`config.mk`:
```
export PLATFORM = sky130hd
export DESIGN_NAME = reward_scan_engine_flat
export DESIGN_NICKNAME = d
export VERILOG_FILES = /design/src/rtl/reward_scan_if.sv /design/src/rtl/reward_scan_engine.sv /design/src/flat_wrapper.sv
export SDC_FILE = /design/constraint.sdc
export NUM_CORES = 1
export LEC_CHECK = 0
export ABC_AREA = 0
export BUFFER_PORTS_ARGS = -buffer_cell sky130_fd_sc_hd__clkbuf_2
export CAP_MARGIN = 10
export CORE_AREA = 8 8 137 139
export DETAILED_ROUTE_END_ITERATION = 10
export DIE_AREA = 0 0 145 147
export PLACE_DENSITY_LB_ADDON = 0.2
export SLEW_MARGIN = 20
export SYNTH_ARGS = -nofsm -noshare
export SYNTH_HDL_FRONTEND = slang
export SYNTH_SLANG_ARGS = --single-unit
```
`constraint.sdc`:
```
create_clock -name clk -period 5 [get_ports clk]
set_input_delay 0.5 -clock clk [delete_from_list [all_inputs] [get_ports clk]]
set_output_delay 0.5 -clock clk [all_outputs]
set_load 0.005 [all_outputs]
```
`src/rtl/reward_scan_if.sv`:
```
`default_nettype none
// +----------------------------------------------------------------------------+
// | reward_scan_if : handshake and table/packet bus of the reward scan engine  |
// | rev 1.0                                                                    |
// +----------------------------------------------------------------------------+
interface reward_scan_if #(
  parameter int W     = 16,
  parameter int IDX_W = 5,
  parameter int TXW   = 2
) ();
  logic             en;
  logic [W-1:0]     myEnergy;
  logic             iHaveData;
  logic             okToSend;
  logic [W-1:0]     myNodeID;
  logic [W-1:0]     hopsFromSink;
  logic [IDX_W:0]   neighborCount;
  logic [W-1:0]     mNodeID;
  logic [W-1:0]     mNodeHops;
  logic [W-1:0]     mNodeQValue;
  logic [W-1:0]     mNodeEnergy;
  logic [IDX_W-1:0] nTableIndex_reward;
  logic [W-1:0]     rSourceID;
  logic [W-1:0]     rEnergyLeft;
  logic [W-1:0]     rQValue;
  logic [W-1:0]     rSourceHops;
  logic [W-1:0]     rDestinationID;
  logic [2:0]       rPacketType;
  logic [TXW-1:0]   tx_setting;
  logic             busy;
  logic             reward_done;

  modport master (
    output en, myEnergy, iHaveData, okToSend, myNodeID, hopsFromSink, neighborCount,
           mNodeID, mNodeHops, mNodeQValue, mNodeEnergy,
    input  nTableIndex_reward, rSourceID, rEnergyLeft, rQValue, rSourceHops,
           rDestinationID, rPacketType, tx_setting, busy, reward_done
  );

  modport slave (
    input  en, myEnergy, iHaveData, okToSend, myNodeID, hopsFromSink, neighborCount,
           mNodeID, mNodeHops, mNodeQValue, mNodeEnergy,
    output nTableIndex_reward, rSourceID, rEnergyLeft, rQValue, rSourceHops,
           rDestinationID, rPacketType, tx_setting, busy, reward_done
  );
endinterface
`default_nettype wire

```
`src/rtl/reward_scan_engine.sv`:
```
`default_nettype none
// +----------------------------------------------------------------------------+
// | reward_scan_engine : scores neighbor entries, picks next hop, builds packet|
// | rev 1.0                                                                    |
// +----------------------------------------------------------------------------+
module reward_scan_engine #(
  parameter int                    WORD_WIDTH   = 16,
  parameter int                    NBR_DEPTH    = 32,
  parameter int                    E_SHIFT      = 4,
  parameter int                    H_SHIFT      = 8,
  parameter int                    TX_LEVELS    = 4,
  parameter logic [WORD_WIDTH-1:0] LOW_E_THRESH = 16'h0400
) (
  input  logic         clk,
  input  logic         rst,
  reward_scan_if.slave bus
);
  localparam int IDX_W = $clog2(NBR_DEPTH);
  localparam int TXW   = $clog2(TX_LEVELS);
  localparam int SW    = WORD_WIDTH + 2;

  localparam logic [IDX_W:0]      DEPTH_N = (IDX_W+1)'(NBR_DEPTH);
  localparam logic [IDX_W:0]      ONE_N   = (IDX_W+1)'(1);
  localparam logic [TXW-1:0]      TX_MAX  = TXW'(TX_LEVELS - 1);
  localparam logic [WORD_WIDTH-1:0] BCAST = '1;

  localparam logic [2:0] S_IDLE  = 3'd0;
  localparam logic [2:0] S_SCAN  = 3'd1;
  localparam logic [2:0] S_BUILD = 3'd2;
  localparam logic [2:0] S_WAIT  = 3'd3;
  localparam logic [2:0] S_DONE  = 3'd4;

  logic [2:0]             state, next_state;
  logic [WORD_WIDTH-1:0]  energy_q, hops_q, best_id;
  logic                   data_q;
  logic [IDX_W:0]         n_q, cnt, n_in;
  logic [IDX_W-1:0]       idx;
  logic signed [SW-1:0]   best_score, score;
  logic [SW-1:0]          q_ext, e_ext, h_ext;
  logic [WORD_WIDTH-1:0]  sat_q;
  logic                   take;
  logic                   busy_c, done_c;

  logic [WORD_WIDTH-1:0]  src_id, energy_left, q_val, src_hops, dest_id;
  logic [2:0]             pkt_type;
  logic [TXW-1:0]         tx;

  assign n_in  = (bus.neighborCount > DEPTH_N) ? DEPTH_N : bus.neighborCount;
  assign q_ext = {2'b00, bus.mNodeQValue};
  assign e_ext = SW'(bus.mNodeEnergy >> E_SHIFT);
  assign h_ext = SW'(bus.mNodeHops) << H_SHIFT;
  assign score = $signed(q_ext + e_ext - h_ext);
  // Strictly-greater keeps the lower index on ties; entry 0 always seeds best.
  assign take  = (cnt == ONE_N) || (score > best_score);

  always_comb begin
    sat_q = best_score[WORD_WIDTH-1:0];
    if (best_score[SW-1])
      sat_q = '0;
    else if (|best_score[SW-2:WORD_WIDTH])
      sat_q = '1;
  end

  always_ff @(posedge clk) begin
    if (rst) state <= S_IDLE;
    else     state <= next_state;
  end

  // An empty table still spends one scan cycle, keeping latency at N+4.
  always_comb begin
    next_state = state;
    case (state)
      S_IDLE:  if (bus.en) next_state = S_SCAN;
      S_SCAN:  if (cnt == n_q) next_state = S_BUILD;
      S_BUILD: next_state = S_WAIT;
      S_WAIT:  if (bus.okToSend) next_state = S_DONE;
      S_DONE:  next_state = S_IDLE;
      default: next_state = S_IDLE;
    endcase
  end

  always_comb begin
    busy_c = (state == S_SCAN) || (state == S_BUILD) || (state == S_WAIT);
    done_c = (state == S_DONE);
  end

  always_ff @(posedge clk) begin
    if (rst) begin
      energy_q    <= '0;
      hops_q      <= '0;
      data_q      <= 1'b0;
      n_q         <= '0;
      cnt         <= '0;
      idx         <= '0;
      best_score  <= '0;
      best_id     <= '0;
      src_id      <= '0;
      energy_left <= '0;
      q_val       <= '0;
      src_hops    <= '0;
      dest_id     <= BCAST;
      pkt_type    <= 3'b111;
      tx          <= '0;
    end else begin
      case (state)
        S_IDLE: begin
          if (bus.en) begin
            energy_q   <= bus.myEnergy;
            hops_q     <= bus.hopsFromSink;
            data_q     <= bus.iHaveData;
            n_q        <= n_in;
            cnt        <= '0;
            idx        <= '0;
            best_score <= '0;
            best_id    <= '0;
          end
        end
        S_SCAN: begin
          cnt <= cnt + ONE_N;
          idx <= cnt[IDX_W-1:0] + 1'b1;
          // Read data lags the address by one cycle: cnt refers to entry cnt-1.
          if (cnt != '0 && take) begin
            best_score <= score;
            best_id    <= bus.mNodeID;
          end
        end
        S_BUILD: begin
          src_id      <= bus.myNodeID;
          energy_left <= energy_q;
          src_hops    <= hops_q;
          q_val       <= sat_q;
          if (energy_q < LOW_E_THRESH) begin
            pkt_type <= 3'b110;
            dest_id  <= BCAST;
            tx       <= TX_MAX;
          end else if (data_q && n_q != '0) begin
            pkt_type <= 3'b011;
            dest_id  <= best_id;
            tx       <= '0;
          end else begin
            pkt_type <= 3'b000;
            dest_id  <= BCAST;
            tx       <= TX_MAX;
            if (n_q == '0) q_val <= '0;
          end
        end
        default: ;
      endcase
    end
  end

  assign bus.nTableIndex_reward = idx;
  assign bus.rSourceID          = src_id;
  assign bus.rEnergyLeft        = energy_left;
  assign bus.rQValue            = q_val;
  assign bus.rSourceHops        = src_hops;
  assign bus.rDestinationID     = dest_id;
  assign bus.rPacketType        = pkt_type;
  assign bus.tx_setting         = tx;
  assign bus.busy               = busy_c;
  assign bus.reward_done        = done_c;
endmodule
`default_nettype wire
```
`src/flat_wrapper.sv`:
```
// flat-port wrapper written by rule: the top's interface ports become plain ports
module reward_scan_engine_flat 
#(
  parameter int                    WORD_WIDTH   = 16,
  parameter int                    NBR_DEPTH    = 32,
  parameter int                    E_SHIFT      = 4,
  parameter int                    H_SHIFT      = 8,
  parameter int                    TX_LEVELS    = 4,
  parameter logic [WORD_WIDTH-1:0] LOW_E_THRESH = 16'h0400
)
  (clk, rst, bus_en, bus_myEnergy, bus_iHaveData, bus_okToSend, bus_myNodeID, bus_hopsFromSink, bus_neighborCount, bus_mNodeID, bus_mNodeHops, bus_mNodeQValue, bus_mNodeEnergy, bus_nTableIndex_reward, bus_rSourceID, bus_rEnergyLeft, bus_rQValue, bus_rSourceHops, bus_rDestinationID, bus_rPacketType, bus_tx_setting, bus_busy, bus_reward_done);
  reward_scan_if bus_i ();
  input  logic clk;
  input  logic rst;
  input wire logic [$bits(bus_i.en)-1:0] bus_en;
  input wire logic [$bits(bus_i.myEnergy)-1:0] bus_myEnergy;
  input wire logic [$bits(bus_i.iHaveData)-1:0] bus_iHaveData;
  input wire logic [$bits(bus_i.okToSend)-1:0] bus_okToSend;
  input wire logic [$bits(bus_i.myNodeID)-1:0] bus_myNodeID;
  input wire logic [$bits(bus_i.hopsFromSink)-1:0] bus_hopsFromSink;
  input wire logic [$bits(bus_i.neighborCount)-1:0] bus_neighborCount;
  input wire logic [$bits(bus_i.mNodeID)-1:0] bus_mNodeID;
  input wire logic [$bits(bus_i.mNodeHops)-1:0] bus_mNodeHops;
  input wire logic [$bits(bus_i.mNodeQValue)-1:0] bus_mNodeQValue;
  input wire logic [$bits(bus_i.mNodeEnergy)-1:0] bus_mNodeEnergy;
  output wire logic [$bits(bus_i.nTableIndex_reward)-1:0] bus_nTableIndex_reward;
  output wire logic [$bits(bus_i.rSourceID)-1:0] bus_rSourceID;
  output wire logic [$bits(bus_i.rEnergyLeft)-1:0] bus_rEnergyLeft;
  output wire logic [$bits(bus_i.rQValue)-1:0] bus_rQValue;
  output wire logic [$bits(bus_i.rSourceHops)-1:0] bus_rSourceHops;
  output wire logic [$bits(bus_i.rDestinationID)-1:0] bus_rDestinationID;
  output wire logic [$bits(bus_i.rPacketType)-1:0] bus_rPacketType;
  output wire logic [$bits(bus_i.tx_setting)-1:0] bus_tx_setting;
  output wire logic [$bits(bus_i.busy)-1:0] bus_busy;
  output wire logic [$bits(bus_i.reward_done)-1:0] bus_reward_done;
  assign bus_i.en = bus_en;
  assign bus_i.myEnergy = bus_myEnergy;
  assign bus_i.iHaveData = bus_iHaveData;
  assign bus_i.okToSend = bus_okToSend;
  assign bus_i.myNodeID = bus_myNodeID;
  assign bus_i.hopsFromSink = bus_hopsFromSink;
  assign bus_i.neighborCount = bus_neighborCount;
  assign bus_i.mNodeID = bus_mNodeID;
  assign bus_i.mNodeHops = bus_mNodeHops;
  assign bus_i.mNodeQValue = bus_mNodeQValue;
  assign bus_i.mNodeEnergy = bus_mNodeEnergy;
  assign bus_nTableIndex_reward = bus_i.nTableIndex_reward;
  assign bus_rSourceID = bus_i.rSourceID;
  assign bus_rEnergyLeft = bus_i.rEnergyLeft;
  assign bus_rQValue = bus_i.rQValue;
  assign bus_rSourceHops = bus_i.rSourceHops;
  assign bus_rDestinationID = bus_i.rDestinationID;
  assign bus_rPacketType = bus_i.rPacketType;
  assign bus_tx_setting = bus_i.tx_setting;
  assign bus_busy = bus_i.busy;
  assign bus_reward_done = bus_i.reward_done;
  reward_scan_engine #(.WORD_WIDTH(WORD_WIDTH), .NBR_DEPTH(NBR_DEPTH), .E_SHIFT(E_SHIFT), .H_SHIFT(H_SHIFT), .TX_LEVELS(TX_LEVELS), .LOW_E_THRESH(LOW_E_THRESH)) u_core (.clk(clk), .rst(rst), .bus(bus_i));
endmodule
```
### After elaboration in Yosys (flattened, before gate mapping)

Cells that the tools add are included.

| operators by class | value |
|---|---|
| equality and inequality tests | 10 |
| reductions and logical operators | 14 |
| $lt $le $gt $ge | 3 |
| muxes and demuxes | 26 |
| add/subtract/negate cells | 4 |

Operators by type and width:

| kind | count |
|---|---|
| two-way mux 16 bit | 9 |
| two-way mux 18 bit | 2 |
| one-hot mux 18 bit (2 select lines) | 1 |
| one-hot mux 16 bit (2 select lines) | 1 |
| > comparator 18 bit | 1 |
| subtractor 18 bit | 1 |
| adder 16 x 12 -> 17 bit | 1 |
| < comparator 16 x 11 -> 1 bit, second input constant | 1 |
| two-way mux 3 bit | 4 |
| two-way mux 6 bit | 2 |
| one-hot mux 3 bit (4 select lines) | 1 |
| one-hot mux 6 bit (2 select lines) | 1 |
| nonzero test 6 bit | 2 |
| one-hot mux 5 bit (2 select lines) | 1 |
| adder 6 x 1 -> 6 bit, second input constant | 1 |
| == test 3 x 2 -> 1 bit, second input constant | 2 |
| == test 6 x 1 -> 1 bit, second input constant | 1 |
| == test 6 bit | 1 |
| > comparator 6 bit, second input constant | 1 |
| zero test 6 bit | 1 |
| two-way mux 2 bit | 3 |
| inequality test 2 bit, second input constant | 3 |
| AND reduction 3 bit | 2 |
| adder 5 x 1 -> 5 bit, second input constant | 1 |
| 9 further kinds | 13 |

| word-level totals | value |
|---|---|
| input bits | 123 |
| output and inout bits | 92 |
| register bits | 172 |
| logic and storage cells | 73 |

### Longest topological paths before layout

| logic depth | value |
|---|---|
| depth in word-level cells | 7 |
| depth in mapped cells | 25 |
| mapped depth without buffers | 23 |

### Worst setup path before layout

No wires, ideal clock.

| timing | value |
|---|---|
| path kind | input-to-reg |
| start | in bus_mNodeEnergy[4] |
| end | reg u_core.best_score[10] |
| required time | 4.913 ns |
| arrival | 4.885 ns |
| setup time | 0.087 ns |
| stages | 24 |
| path buffers | 1 |
| setup slack | 0.028 ns |
| cells stage by stage | ha_1 -> inv_1 -> fa_1 -> nor2b_1 -> o21ai_0 -> a21boi_0 -> o31ai_1 -> a21oi_1 -> xnor2_1 -> ha_1 -> inv_1 -> fa_1 -> a21oi_1 -> o2111ai_1 -> o21ai_0 -> xnor2_1 -> ha_1 -> nand4_1 -> nor3_2 -> a41oi_2 -> a31oi_2 -> nand2_2 -> buf_6 -> o31ai_1 |

| between the ends | value |
|---|---|
| longest elaborated chain between the ends | 7 |
| elaborated cells between the ends (all ways) | 9 |
| classes of those cells | 2 x add/sub; 1 x order compare; 1 x eq/ne; 2 x mux; 3 x reduce/logical |

RTL lines:

| item | line | source |
|---|---|---|
| from (decl) | flat_wrapper.sv:25 | `input wire logic [$bits(bus_i.mNodeEnergy)-1:0] bus_mNodeEnergy;` |
| adder 16 x 12 -> 17 bit (*) | reward_scan_engine.sv:52 | `assign score = $signed(q_ext + e_ext - h_ext);` |
| subtractor 18 bit (*) | reward_scan_engine.sv:52 |  |
| > comparator 18 bit | reward_scan_engine.sv:54 | `assign take = (cnt == ONE_N) \|\| (score > best_score);` |
| logical OR 1 bit | reward_scan_engine.sv:54 |  |
| logical AND 1 bit | reward_scan_engine.sv:122 | `if (cnt != '0 && take) begin` |
| inequality test 2 bit (no line) | - |  |
| AND reduction 3 bit (no line) | - |  |
| to (signal assigned) | reward_scan_engine.sv:123 | `best_score <= score;` |
| to (decl) | reward_scan_engine.sv:38 | `logic signed [SW-1:0] best_score, score;` |

Mark *: on every way between the ends. The rest lies on a longest branch, timed or not. The select of a mux whose other input is x is not followed.
A chain may end at the register's enable or synchronous reset.

### Worst setup path in the final report

| timing | value |
|---|---|
| start | in bus_mNodeEnergy[4] |
| end | reg u_core.best_score[16] |

Same word-level chain as after synthesis.

==> results.md <==
* DP Worst Slack at -0.3482 ns
* Largest net degree at the start of global routing at 99
* Area grow syn2layout at 24.65%
* FP Rows at 48
* Clock Tree Root: clkbuf_16
* RSZ-0062 raised after global routing: yes
* Final-report setup violation count at 0
* Most common cell after layout, fill and taps aside: clkbuf_2
* Fmax at ~0.21 GHz
* Post-route setup slack at 0.3342 ns
* Post-CTS Hold Buffers at 0
* Final global-route overflow total at 0
* Final core occ at 58.27%
* FF+latch count, synth at 166
* Buffers added on ports at 204
* Antenna Cells at 0
* Final worst path period share at 93.32%
* Hold crit path type: input port to register
* CTS buffer count at 17
* DIE AREA at 0.02132 mm2
* Clock skew at 0.008845 ns
* Routed WL per cell at ~15 um
* Unique cell type count in the Yosys netlist at 56
* Yosys Warn Count at 0
* DP HPWL at 14.70 mm
* # nets final at ~1,300
* H-tree levels at 4
* Synth Flop Type: dfxtp_1
* # IOs at 215
* Overall Global Routing Usage at 19.34%
* Total number of vias at just over 7,000
* Number of global-route vias before repair at 6,829
* PwrDens at ~360 mW/mm2
* DIE HEIGHT at 147 um
* Status: complete, no violations
* Initial antenna violation count at 0
* Critical Path Start Type: input port
* Data arrival, critical path at 4.95 ns
* Residual DRC count at 0
* Final Hold Fails at 0
* Top cells by area, synth: dfxtp_1, nand2_1, a21oi_1, ha_1, o21ai_0
* Total of max-cap violations at 0
* Initial Util at 46.74%
* Setup slack, reg-to-reg at 2.41 ns
* Final WL at 20.85 mm
* Async S/R FF share, synth at 0%
* Layout cells sized above 1 at 26.11%
* Initial drt markers at 484
* DIE WIDTH at between 100 and 150 um
* WP data required at about 5.3 ns
* Peak supply drop at 0.2502 mV
* Drt first pass iters at 5
* GP Congestion at 0.8566
* Post-CTS setup buffer count at 0
* Core area at 0.01676 mm2
* Slew Limit Fails at 0
* Yosys top cell area share at 42.43%
* Yosys top cell by area: dfxtp_1
* Via density per instance at ~5.2
* Syn nets at approximately 1,100
* Critical path class: input port to register
* Minimum clock period at 4.666 ns
* Syn Area/Cell at 8.245 um2
* Post-synth EDFFs at 0
* Post-route antenna net violation count at 0
* CTS tree: done
* Clk slew on worst S/H paths at 0.07 ns
* CTS sink cnt at 166
* Critical path fanouts, max at 12
* Seq/Total Area, Yosys at between 40 and 50%
* Synth Instances at 950
* Crit end category: register
* Tightest Pin Transition at 0.9876 ns
* Netlist Area Pre-Place at 0.007833 mm2
* Commonest non-fill, non-tap cells in the layout: clkbuf_2, nand2_1, dfxtp_1
* Global-route wire length before repair at 34.45 mm
* Worst-skew pair later-pin latency at ~0.43 ns
* P_leak at between 0.004 and 0.005 uW
* Worst rel slew slack at around 34%
* Longest Clk Path Bufs at 2
## worst max-delay path, cell delays in order
cell,delay [ns]
clkbuf_2,0.08
ha_1,0.15
inv_1,0.05
fa_1,0.38
nor2b_1,0.12
o21ai_0,0.10
a21boi_1,0.18
buf_4,0.16
o211ai_1,0.14
a211oi_2,0.25
xor2_1,0.09
ha_1,0.19
or4_1,0.50
o21ai_0,0.16
nand2_1,0.08
xnor2_1,0.15
ha_1,0.32
nand4_1,0.13
nor3_2,0.21
a41oi_2,0.22
and3_2,0.30
buf_4,0.19
o211ai_1,0.18
o31ai_1,0.10
## sequential cells by signal, summed over array words and instances, names as in the netlist
name,flops
u_core.best_id,16
u_core.best_score,18
u_core.bus.nTableIndex_reward,4
u_core.bus.rDestinationID,16
u_core.bus.rEnergyLeft,16
u_core.bus.rPacketType,3
u_core.bus.rQValue,16
u_core.bus.rSourceHops,16
u_core.bus.rSourceID,16
u_core.bus.tx_setting,1
u_core.cnt,2
u_core.data_q,1
u_core.energy_q,16
u_core.hops_q,16
u_core.n_q,6
u_core.state,3
## layout make-up
class | instances | area (um2)
Clock inverter | 14 | 209.0
Inverter | 40 | 150.1
Timing Repair Buffer | 240 | 1306
Tap cell | 225 | 281.5
Clock buffer | 18 | 429.2
Fill cell | 1570 | 6993
Sequential cell | 166 | 3323
Multi-Input combinational cell | 675 | 4064
## cells in the mapped netlist, types with 3 or more instances
cell / number
a211o_1: 3
a21o_1: 6
a21oi_1: 125
a31o_2: 4
and2_1: 5
and3_1: 4
buf_1: 4
buf_4: 10
buf_6: 4
clkbuf_1: 49
dfxtp_1: 166
ha_1: 42
inv_1: 40
nand2_1: 203
nand2b_1: 22
nand3_1: 11
nand3b_1: 22
nand4_1: 6
nand4b_1: 17
nor2_1: 23
nor3_1: 9
nor4_1: 7
o2111ai_1: 3
o211ai_1: 16
o21a_1: 9
o21ai_0: 40
o21ai_2: 10
o22ai_1: 17
o31ai_1: 14
xnor2_1: 20
xor2_1: 5
## routing by layer
layer,routed length (um),track usage [%],up-vias
li1,-,-,3670
met1,10210,26.16,3279
met2,9198,29.67,202
met3,1160,4.983,19
met4,289,5.786,0
met5,0,0,-
## metrics by stage
stage / instance area, um2 / TNS, ns / std cells / hold slack [ns] / total power (uW)
after floorplan: 7833 / 0 / 950 / 0.4321 / 1933
after global placement: 9095 / -4.654 / 1346 / 0.4369 / 2154
after detailed placement: 9095 / -9.859 / 1346 / 0.4421 / 2161
after CTS: 9733 / 0 / 1378 / 0.2693 / 3581
after global routing: 9763 / -0.09681 / 1378 / 0.2769 / 3750
final: 9763 / 0 / 1378 / 0.2839 / 3558
## kinds of logic (layout without fill, tap and decap cells)
| logic type | Yosys count | in the layout | synth area share (%) |
|---|---|---|---|
| adders and majority gates | 44 | 44 | 7.220 |
| buffers and inverters | 109 | 312 | 6.118 |
| AOI/OAI and AO/OA | 263 | 263 | 20.43 |
| DFF | 166 | 166 | 42.43 |
| and+or+nand+nor | 343 | 343 | 21.01 |
| xor gates and xnor gates | 25 | 25 | 2.796 |
## what timing repair did
item	in CTS	in global routing
endpoints found under the setup margin	0	34
hold endpoints to repair	0	0
gates resized for setup	0	8
## report_power, final
part	internal (uW)	switching [uW]	leakage (uW)
combinational	300	416	0.00239
clock	851	570	0.000309
sequential	1380	39.5	0.00135
## final timing paths
| path | start | end | cells after the start |
|---|---|---|---|
| max | bus_mNodeEnergy[4] | u_core.best_score[16] | 24 |
| min | bus_hopsFromSink[11] | u_core.hops_q[11] | 3 |
| max reg2reg | u_core.best_score[16] | u_core.best_score[16] | 9 |
| min reg2reg | u_core.bus.rQValue[4] | u_core.bus.rQValue[4] | 2 |
Note: power is estimated with default switching activity, not from simulation.
